File: config.mk
export PLATFORM = sky130hd
export DESIGN_NAME = cpu_mem_loader_flat
export DESIGN_NICKNAME = d
export VERILOG_FILES = /design/src/rtl/cpu_mem_loader_if.sv /design/src/rtl/cpu_mem_loader.sv /design/src/flat_wrapper.sv
export SDC_FILE = /design/constraint.sdc
export NUM_CORES = 1
export LEC_CHECK = 0
export CORE_AREA = 4 4 192 194
export DETAILED_ROUTE_END_ITERATION = 8
export DIE_AREA = 0 0 196 198
export PLACE_DENSITY_LB_ADDON = 0.08
export REMOVE_ABC_BUFFERS = 1
export SLEW_MARGIN = 20
export SYNTH_ARGS = -nofsm -noshare
export SYNTH_HDL_FRONTEND = slang
export SYNTH_SLANG_ARGS = --single-unit
File: constraint.sdc
create_clock -name clk -period 6.4 [get_ports clk]
set_clock_uncertainty 0.1 [all_clocks]
set_input_delay 1.6 -clock clk [delete_from_list [all_inputs] [get_ports clk]]
set_output_delay 1.6 -clock clk [all_outputs]
set_load 0.01 [all_outputs]
File: src/rtl/cpu_mem_loader_if.sv
// Load stream, dump stream and the two CPU external memory ports driven by cpu_mem_loader.
// master = loader side, slave = stream source/sink plus the CPU memories.
interface cpu_mem_loader_if;
    logic        in_valid;
    logic        in_ready;
    logic [63:0] in_data;

    logic        out_valid;
    logic        out_ready;
    logic [63:0] out_data;

    logic [63:0] addr_ext;
    logic        wen_ext;
    logic        ren_ext;
    logic [31:0] wdata_ext;

    logic [63:0] addr_ext_2;
    logic        wen_ext_2;
    logic        ren_ext_2;
    logic [63:0] wdata_ext_2;
    logic [63:0] rdata_ext_2;

    modport master (
        input  in_valid, in_data, out_ready, rdata_ext_2,
        output in_ready, out_valid, out_data,
               addr_ext, wen_ext, ren_ext, wdata_ext,
               addr_ext_2, wen_ext_2, ren_ext_2, wdata_ext_2
    );

    modport slave (
        output in_valid, in_data, out_ready, rdata_ext_2,
        input  in_ready, out_valid, out_data,
               addr_ext, wen_ext, ren_ext, wdata_ext,
               addr_ext_2, wen_ext_2, ren_ext_2, wdata_ext_2
    );
endinterface

File: src/rtl/cpu_mem_loader.sv
// Loads instruction/data memory from a stream, runs the CPU for a set number of cycles,
// then streams a window of data memory back out.
module cpu_mem_loader #(
    parameter int IMEM_DEPTH = 512,
    parameter int DMEM_DEPTH = 1024,
    parameter int CYCLE_W    = 32
) (
    input  logic                          clk,
    input  logic                          arst,
    input  logic                          start_i,
    input  logic [$clog2(IMEM_DEPTH):0]   imem_count_i,
    input  logic [$clog2(DMEM_DEPTH):0]   dmem_count_i,
    input  logic [CYCLE_W-1:0]            run_cycles_i,
    input  logic [$clog2(DMEM_DEPTH):0]   dump_count_i,
    output logic                          busy_o,
    output logic                          done_o,
    output logic                          cpu_enable_o,
    cpu_mem_loader_if.master              bus
);
    localparam int IW = $clog2(IMEM_DEPTH) + 1;
    localparam int DW = $clog2(DMEM_DEPTH) + 1;
    localparam int XW = (DW > IW) ? DW : IW;

    typedef enum logic [2:0] {IDLE, LOAD_I, LOAD_D, RUN, DUMP, DONE} state_t;

    state_t            state_q, start_state_d, after_i_d, after_d_d, after_r_d;
    logic [IW-1:0]     icnt_q, icnt_d;
    logic [DW-1:0]     dcnt_q, dcnt_d, ucnt_q, ucnt_d;
    logic [CYCLE_W-1:0] run_q;
    logic [XW-1:0]     idx_q, idx_d;
    logic              inflight_q, out_valid_q, cpu_enable_q;
    logic [63:0]       out_data_q;
    logic              wen_i, wen_d, ren_d, last_i, last_d, last_u;
    logic [63:0]       idx_64;

    // First non-empty phase in load/run/dump order; everything empty means DONE.
    function automatic state_t first_phase(input logic has_i, input logic has_d,
                                           input logic has_r, input logic has_u);
        if (has_i) return LOAD_I;
        if (has_d) return LOAD_D;
        if (has_r) return RUN;
        if (has_u) return DUMP;
        return DONE;
    endfunction

    always_comb begin
        icnt_d = (imem_count_i > IW'(IMEM_DEPTH)) ? IW'(IMEM_DEPTH) : imem_count_i;
        dcnt_d = (dmem_count_i > DW'(DMEM_DEPTH)) ? DW'(DMEM_DEPTH) : dmem_count_i;
        ucnt_d = (dump_count_i > DW'(DMEM_DEPTH)) ? DW'(DMEM_DEPTH) : dump_count_i;
        start_state_d = first_phase(icnt_d != '0, dcnt_d != '0, run_cycles_i != '0, ucnt_d != '0);
        after_i_d = first_phase(1'b0, dcnt_q != '0, run_q != '0, ucnt_q != '0);
        after_d_d = first_phase(1'b0, 1'b0, run_q != '0, ucnt_q != '0);
        after_r_d = first_phase(1'b0, 1'b0, 1'b0, ucnt_q != '0);
        idx_d  = idx_q + XW'(1);
        last_i = (idx_d == XW'(icnt_q));
        last_d = (idx_d == XW'(dcnt_q));
        last_u = (idx_d == XW'(ucnt_q));
    end

    assign wen_i  = (state_q == LOAD_I) && bus.in_valid;
    assign wen_d  = (state_q == LOAD_D) && bus.in_valid;
    assign ren_d  = (state_q == DUMP) && !inflight_q && !out_valid_q;
    assign idx_64 = {{(64-XW){1'b0}}, idx_q};

    assign bus.in_ready    = (state_q == LOAD_I) || (state_q == LOAD_D);
    assign bus.wen_ext     = wen_i;
    assign bus.ren_ext     = 1'b0;
    assign bus.addr_ext    = wen_i ? (idx_64 << 2) : '0;
    assign bus.wdata_ext   = wen_i ? bus.in_data[31:0] : '0;
    assign bus.wen_ext_2   = wen_d;
    assign bus.ren_ext_2   = ren_d;
    assign bus.addr_ext_2  = (wen_d || ren_d) ? (idx_64 << 3) : '0;
    assign bus.wdata_ext_2 = wen_d ? bus.in_data : '0;
    assign bus.out_valid   = out_valid_q;
    assign bus.out_data    = out_data_q;

    assign busy_o       = (state_q == LOAD_I) || (state_q == LOAD_D) ||
                          (state_q == RUN) || (state_q == DUMP);
    assign done_o       = (state_q == DONE);
    assign cpu_enable_o = cpu_enable_q;

    always_ff @(posedge clk or posedge arst) begin
        if (arst) begin
            state_q      <= IDLE;
            icnt_q       <= '0;
            dcnt_q       <= '0;
            ucnt_q       <= '0;
            run_q        <= '0;
            idx_q        <= '0;
            inflight_q   <= 1'b0;
            out_valid_q  <= 1'b0;
            out_data_q   <= '0;
            cpu_enable_q <= 1'b0;
        end else begin
            case (state_q)
                IDLE, DONE: begin
                    if (start_i) begin
                        icnt_q       <= icnt_d;
                        dcnt_q       <= dcnt_d;
                        ucnt_q       <= ucnt_d;
                        run_q        <= run_cycles_i;
                        idx_q        <= '0;
                        state_q      <= start_state_d;
                        cpu_enable_q <= (start_state_d == RUN);
                    end
                end
                LOAD_I: begin
                    if (bus.in_valid) begin
                        if (last_i) begin
                            idx_q        <= '0;
                            state_q      <= after_i_d;
                            cpu_enable_q <= (after_i_d == RUN);
                        end else begin
                            idx_q <= idx_d;
                        end
                    end
                end
                LOAD_D: begin
                    if (bus.in_valid) begin
                        if (last_d) begin
                            idx_q        <= '0;
                            state_q      <= after_d_d;
                            cpu_enable_q <= (after_d_d == RUN);
                        end else begin
                            idx_q <= idx_d;
                        end
                    end
                end
                RUN: begin
                    // Terminal count at 1 so enable is high for exactly run_cycles edges.
                    if (run_q == CYCLE_W'(1)) begin
                        state_q      <= after_r_d;
                        cpu_enable_q <= 1'b0;
                    end else begin
                        run_q <= run_q - CYCLE_W'(1);
                    end
                end
                DUMP: begin
                    if (ren_d) inflight_q <= 1'b1;
                    if (inflight_q) begin
                        inflight_q  <= 1'b0;
                        out_valid_q <= 1'b1;
                        out_data_q  <= bus.rdata_ext_2;
                    end
                    if (out_valid_q && bus.out_ready) begin
                        out_valid_q <= 1'b0;
                        if (last_u) begin
                            idx_q   <= '0;
                            state_q <= DONE;
                        end else begin
                            idx_q <= idx_d;
                        end
                    end
                end
                default: state_q <= IDLE;
            endcase
        end
    end
endmodule

File: src/flat_wrapper.sv
// flat-port wrapper written by rule: the top's interface ports become plain ports
module cpu_mem_loader_flat 
#(
    parameter int IMEM_DEPTH = 512,
    parameter int DMEM_DEPTH = 1024,
    parameter int CYCLE_W    = 32
)
  (clk, arst, start_i, imem_count_i, dmem_count_i, run_cycles_i, dump_count_i, busy_o, done_o, cpu_enable_o, bus_in_valid, bus_in_data, bus_out_ready, bus_rdata_ext_2, bus_in_ready, bus_out_valid, bus_out_data, bus_addr_ext, bus_wen_ext, bus_ren_ext, bus_wdata_ext, bus_addr_ext_2, bus_wen_ext_2, bus_ren_ext_2, bus_wdata_ext_2);
  cpu_mem_loader_if bus_i ();
  input  logic clk;
  input  logic arst;
  input  logic start_i;
  input  logic [$clog2(IMEM_DEPTH):0] imem_count_i;
  input  logic [$clog2(DMEM_DEPTH):0] dmem_count_i;
  input  logic [CYCLE_W-1:0] run_cycles_i;
  input  logic [$clog2(DMEM_DEPTH):0] dump_count_i;
  output logic busy_o;
  output logic done_o;
  output logic cpu_enable_o;
  input wire logic [$bits(bus_i.in_valid)-1:0] bus_in_valid;
  input wire logic [$bits(bus_i.in_data)-1:0] bus_in_data;
  input wire logic [$bits(bus_i.out_ready)-1:0] bus_out_ready;
  input wire logic [$bits(bus_i.rdata_ext_2)-1:0] bus_rdata_ext_2;
  output wire logic [$bits(bus_i.in_ready)-1:0] bus_in_ready;
  output wire logic [$bits(bus_i.out_valid)-1:0] bus_out_valid;
  output wire logic [$bits(bus_i.out_data)-1:0] bus_out_data;
  output wire logic [$bits(bus_i.addr_ext)-1:0] bus_addr_ext;
  output wire logic [$bits(bus_i.wen_ext)-1:0] bus_wen_ext;
  output wire logic [$bits(bus_i.ren_ext)-1:0] bus_ren_ext;
  output wire logic [$bits(bus_i.wdata_ext)-1:0] bus_wdata_ext;
  output wire logic [$bits(bus_i.addr_ext_2)-1:0] bus_addr_ext_2;
  output wire logic [$bits(bus_i.wen_ext_2)-1:0] bus_wen_ext_2;
  output wire logic [$bits(bus_i.ren_ext_2)-1:0] bus_ren_ext_2;
  output wire logic [$bits(bus_i.wdata_ext_2)-1:0] bus_wdata_ext_2;
  assign bus_i.in_valid = bus_in_valid;
  assign bus_i.in_data = bus_in_data;
  assign bus_i.out_ready = bus_out_ready;
  assign bus_i.rdata_ext_2 = bus_rdata_ext_2;
  assign bus_in_ready = bus_i.in_ready;
  assign bus_out_valid = bus_i.out_valid;
  assign bus_out_data = bus_i.out_data;
  assign bus_addr_ext = bus_i.addr_ext;
  assign bus_wen_ext = bus_i.wen_ext;
  assign bus_ren_ext = bus_i.ren_ext;
  assign bus_wdata_ext = bus_i.wdata_ext;
  assign bus_addr_ext_2 = bus_i.addr_ext_2;
  assign bus_wen_ext_2 = bus_i.wen_ext_2;
  assign bus_ren_ext_2 = bus_i.ren_ext_2;
  assign bus_wdata_ext_2 = bus_i.wdata_ext_2;
  cpu_mem_loader #(.IMEM_DEPTH(IMEM_DEPTH), .DMEM_DEPTH(DMEM_DEPTH), .CYCLE_W(CYCLE_W)) u_core (.clk(clk), .arst(arst), .start_i(start_i), .imem_count_i(imem_count_i), .dmem_count_i(dmem_count_i), .run_cycles_i(run_cycles_i), .dump_count_i(dump_count_i), .busy_o(busy_o), .done_o(done_o), .cpu_enable_o(cpu_enable_o), .bus(bus_i));
endmodule
==> flow_summary.ini <==
[power]
power_mw = 4.834
leakagePower_nw = 5.677
power.density_mw_per_mm2 = 349.5
vdd_drop_max_v = 0.0001983

[clock_network]
clock_latency_ns = 0.44
cts_root_buf = clkbuf_16
cts_sinks = 145
cts.path.max_buffers = 2
cts.htree.levels = 4
cts_tree = yes
cts_buffers = 17
clk_pin_slew_ns = 0.06
cts_resized = 0
postCtsHoldBufs = 0
post_cts_buffers = 0

[worst_setup_path]
cp.arrival_ns = 3.59
critPathRequiredTime_ns = 4.70
critPathKind = input port to output pin
startpoint = bus_in_valid
crit_slowest_cell = clkdlybuf4s50_1
critPathLaunchType = input port
rr_startpoint = u_core.idx_q[0]$_DFFE_PP0P_
worstSetupEndpointType = output pin
rrSetupSlack_ns = 2.29
cpPeakStageDelay_ns = 0.57
cp_common_cell = clkdlybuf4s50_1
critPathMaxFanout = 65
reg2reg_depth = 9
crit_end = bus_wdata_ext_2[38]
path_cells = clkdlybuf4s50_1 -> nand2b_1 -> nor2_4 -> buf_4 -> and2_1 -> clkdlybuf4s50_1
rr_endpoint = u_core.idx_q[3]$_DFFE_PP0P_

[placed_design]
gp_congestion = 0.8334
place.detailed.hpwl_um = 26000
placement.io_buffers = 386
place_area_mm2 = 0.01328
dp_cells = 1834

[grt]
grt_usage = 0.1652
grt_pass1_vias = 8346
antenna_found_initial = 2
overflow = 0
grt_max_degree = 90
grt_pass1_wl_um = 50210

[die]
die_w_um = 196
die_h_um = 198
io_pins = 494
design.die.area_mm2 = 0.03881
row_count = 69
fp.coreArea_mm2 = 0.03522
initial_core_util = 0.2675

[job]
maxCapViolCount = 0

[synth]
yosysSeqAreaShare = 0.3851
ys_async_sr_fraction = 1.000
synth_area_per_cell_um2 = 9.034
yosysWarnings = 0
ys_ff_latch = 145
synth_edf_count = 0
synth_cell_types = 73
ys.flop_type = dfrtp_1
netlist_area_mm2 = 0.009423
syn_inst = 1043

[drt]
drtIter0Drc = 335
viasPerCell = 4.524
dr.pass1.iters = 5
antenna_left = 0
dr_total_vias = 8447
totalWireLength_um = 33380
routedWlPerCell_um = 17.88
drc_errors = 0

[finish]
nets = 1592
fillers = 3600
multi_input_area_mm2 = 0.005087
drive_gt1_frac = 0.09964
syn2layout_area_growth_pct = 46.78
regArea_mm2 = 0.003628
finalInstanceArea_mm2 = 0.01383
final_cells = 1867

[worst_hold_path]
hold_start = u_core.inflight_q$_DFFE_PP0N_
hold_class = flop to flop

[sta]
tns_ns = 0
rsz0062_at_grt = false
max_slew_margin = 0.3798
finalCriticalPeriod_ns = 5.295
min_period_over_period = 0.8273
report.final.slew_viol_count = 0
final_hold_viol_count = 0
timing.fmax_ghz = 0.1889
worst_pin_slew_ns = 0.9304
setup_viol = 0

[outcome]
status = finished clean
-- report_power, final --
group          switching (mW)  internal (mW)
Sequential              0.379           1.25
Combinational            1.13           1.13
Clock                   0.438          0.513
Total                    1.95           2.88
-- logic make-up after synthesis --
family                     share of synthesized area
buffers and inverters                         0.1195
DFF                                           0.3851
adders and majority gates                   0.003984
muxes                                        0.08326
xor gates and xnor gates                     0.03359
and+or+nand+nor                               0.2365
AOI/OAI and AO/OA                             0.1377
other                                      0.0003980
-- sequential cells by signal (all words and copies together) (netlist names) --
signal,flops
u_core.bus.out_data,64
u_core.bus.out_valid,1
u_core.cpu_enable_o,1
u_core.dcnt_q,11
u_core.icnt_q,10
u_core.idx_q,11
u_core.inflight_q,1
u_core.run_q,32
u_core.state_q,3
u_core.ucnt_q,11
-- final cells by class --
cell class,count,share of cell area
repair buffers,398,0.2859
multi-input cells,822,0.3678
inverters,8,0.002533
clock inverters,13,0.007509
clock buffers,19,0.03202
flip-flops and latches,145,0.2623
diodes,1,0.0001809
well taps,461,0.04170
-- stage by stage --
stage,hold slack [ns],util,setup WS [ns]
2_1_floorplan,0.3574,-,0.8054
3_3_place_gp,0.3813,0.3771,1.138
3_5_place_dp,0.3856,0.3771,1.066
4_1_cts,0.4015,0.3926,1.063
5_1_grt,0.4186,0.3927,0.9338
6_report,0.3957,0.3927,1.105
-- cell usage after synthesis, types with 20 or more instances --
| cell type | n | area, µm² |
|---|---|---|
| a21oi_1 | 45 | 225.2 |
| and2_1 | 122 | 763.2 |
| buf_4 | 111 | 833.3 |
| clkbuf_1 | 50 | 187.7 |
| dfrtp_1 | 145 | 3628 |
| mux2_2 | 67 | 754.5 |
| nand2_1 | 63 | 236.5 |
| nand2b_1 | 23 | 143.9 |
| nand3_1 | 25 | 125.1 |
| nor2_1 | 65 | 244.0 |
| nor3_1 | 29 | 145.1 |
| nor4_1 | 25 | 156.4 |
| o21ai_0 | 81 | 405.4 |
| xnor2_1 | 20 | 175.2 |
-- worst min-delay path by stage --
stage / to / slack (ns) / cells after the start
global route: u_core.inflight_q$_DFFE_PP0N_ / 0.42 / 1
global placement: u_core.run_q[31]$_DFFE_PP0P_ / 0.38 / 1
finish: u_core.inflight_q$_DFFE_PP0N_ / 0.40 / 1
detailed placement: u_core.run_q[31]$_DFFE_PP0P_ / 0.39 / 1
floorplan: u_core.run_q[31]$_DFFE_PP0P_ / 0.36 / 1
CTS: u_core.run_q[31]$_DFFE_PP0P_ / 0.40 / 1
-- critical path, delay by kind of cell --
kind          cells  cell delay, ns
simple gates      3            0.47
buf+inv           3            1.50
-- cell usage in the layout, fill, tap and decap left out, types with 4 or more instances in the layout --
cell	n
or4_1	4
a22oi_1	14
nand2_1	63
a21oi_1	45
or2_2	4
inv_6	5
clkbuf_16	17
nor4_1	25
a21o_1	4
nor2b_1	5
nand4_1	7
clkinvlp_4	4
dfrtp_1	145
clkdlybuf4s50_1	386
buf_4	12
conb_1	107
nor2_1	63
o21ai_0	81
and2_1	122
and3_1	5
mux2_2	67
o21ai_1	4
xor2_1	11
nor3_1	28
a22o_1	14
o211ai_1	6
inv_1	7
nand3_1	24
xnor2_1	20
nand2b_1	23
or3_1	8
-- layer usage --
| metal | global-route usage | wire length [µm] | vias up |
|---|---|---|---|
| li1 | - | - | 4138 |
| met1 | 0.1879 | 13020 | 3994 |
| met2 | 0.3065 | 17830 | 285 |
| met3 | 0.04067 | 2024 | 30 |
| met4 | 0.04810 | 510 | 0 |
| met5 | 0 | 0 | - |
Power figures use the tool's default switching activity.
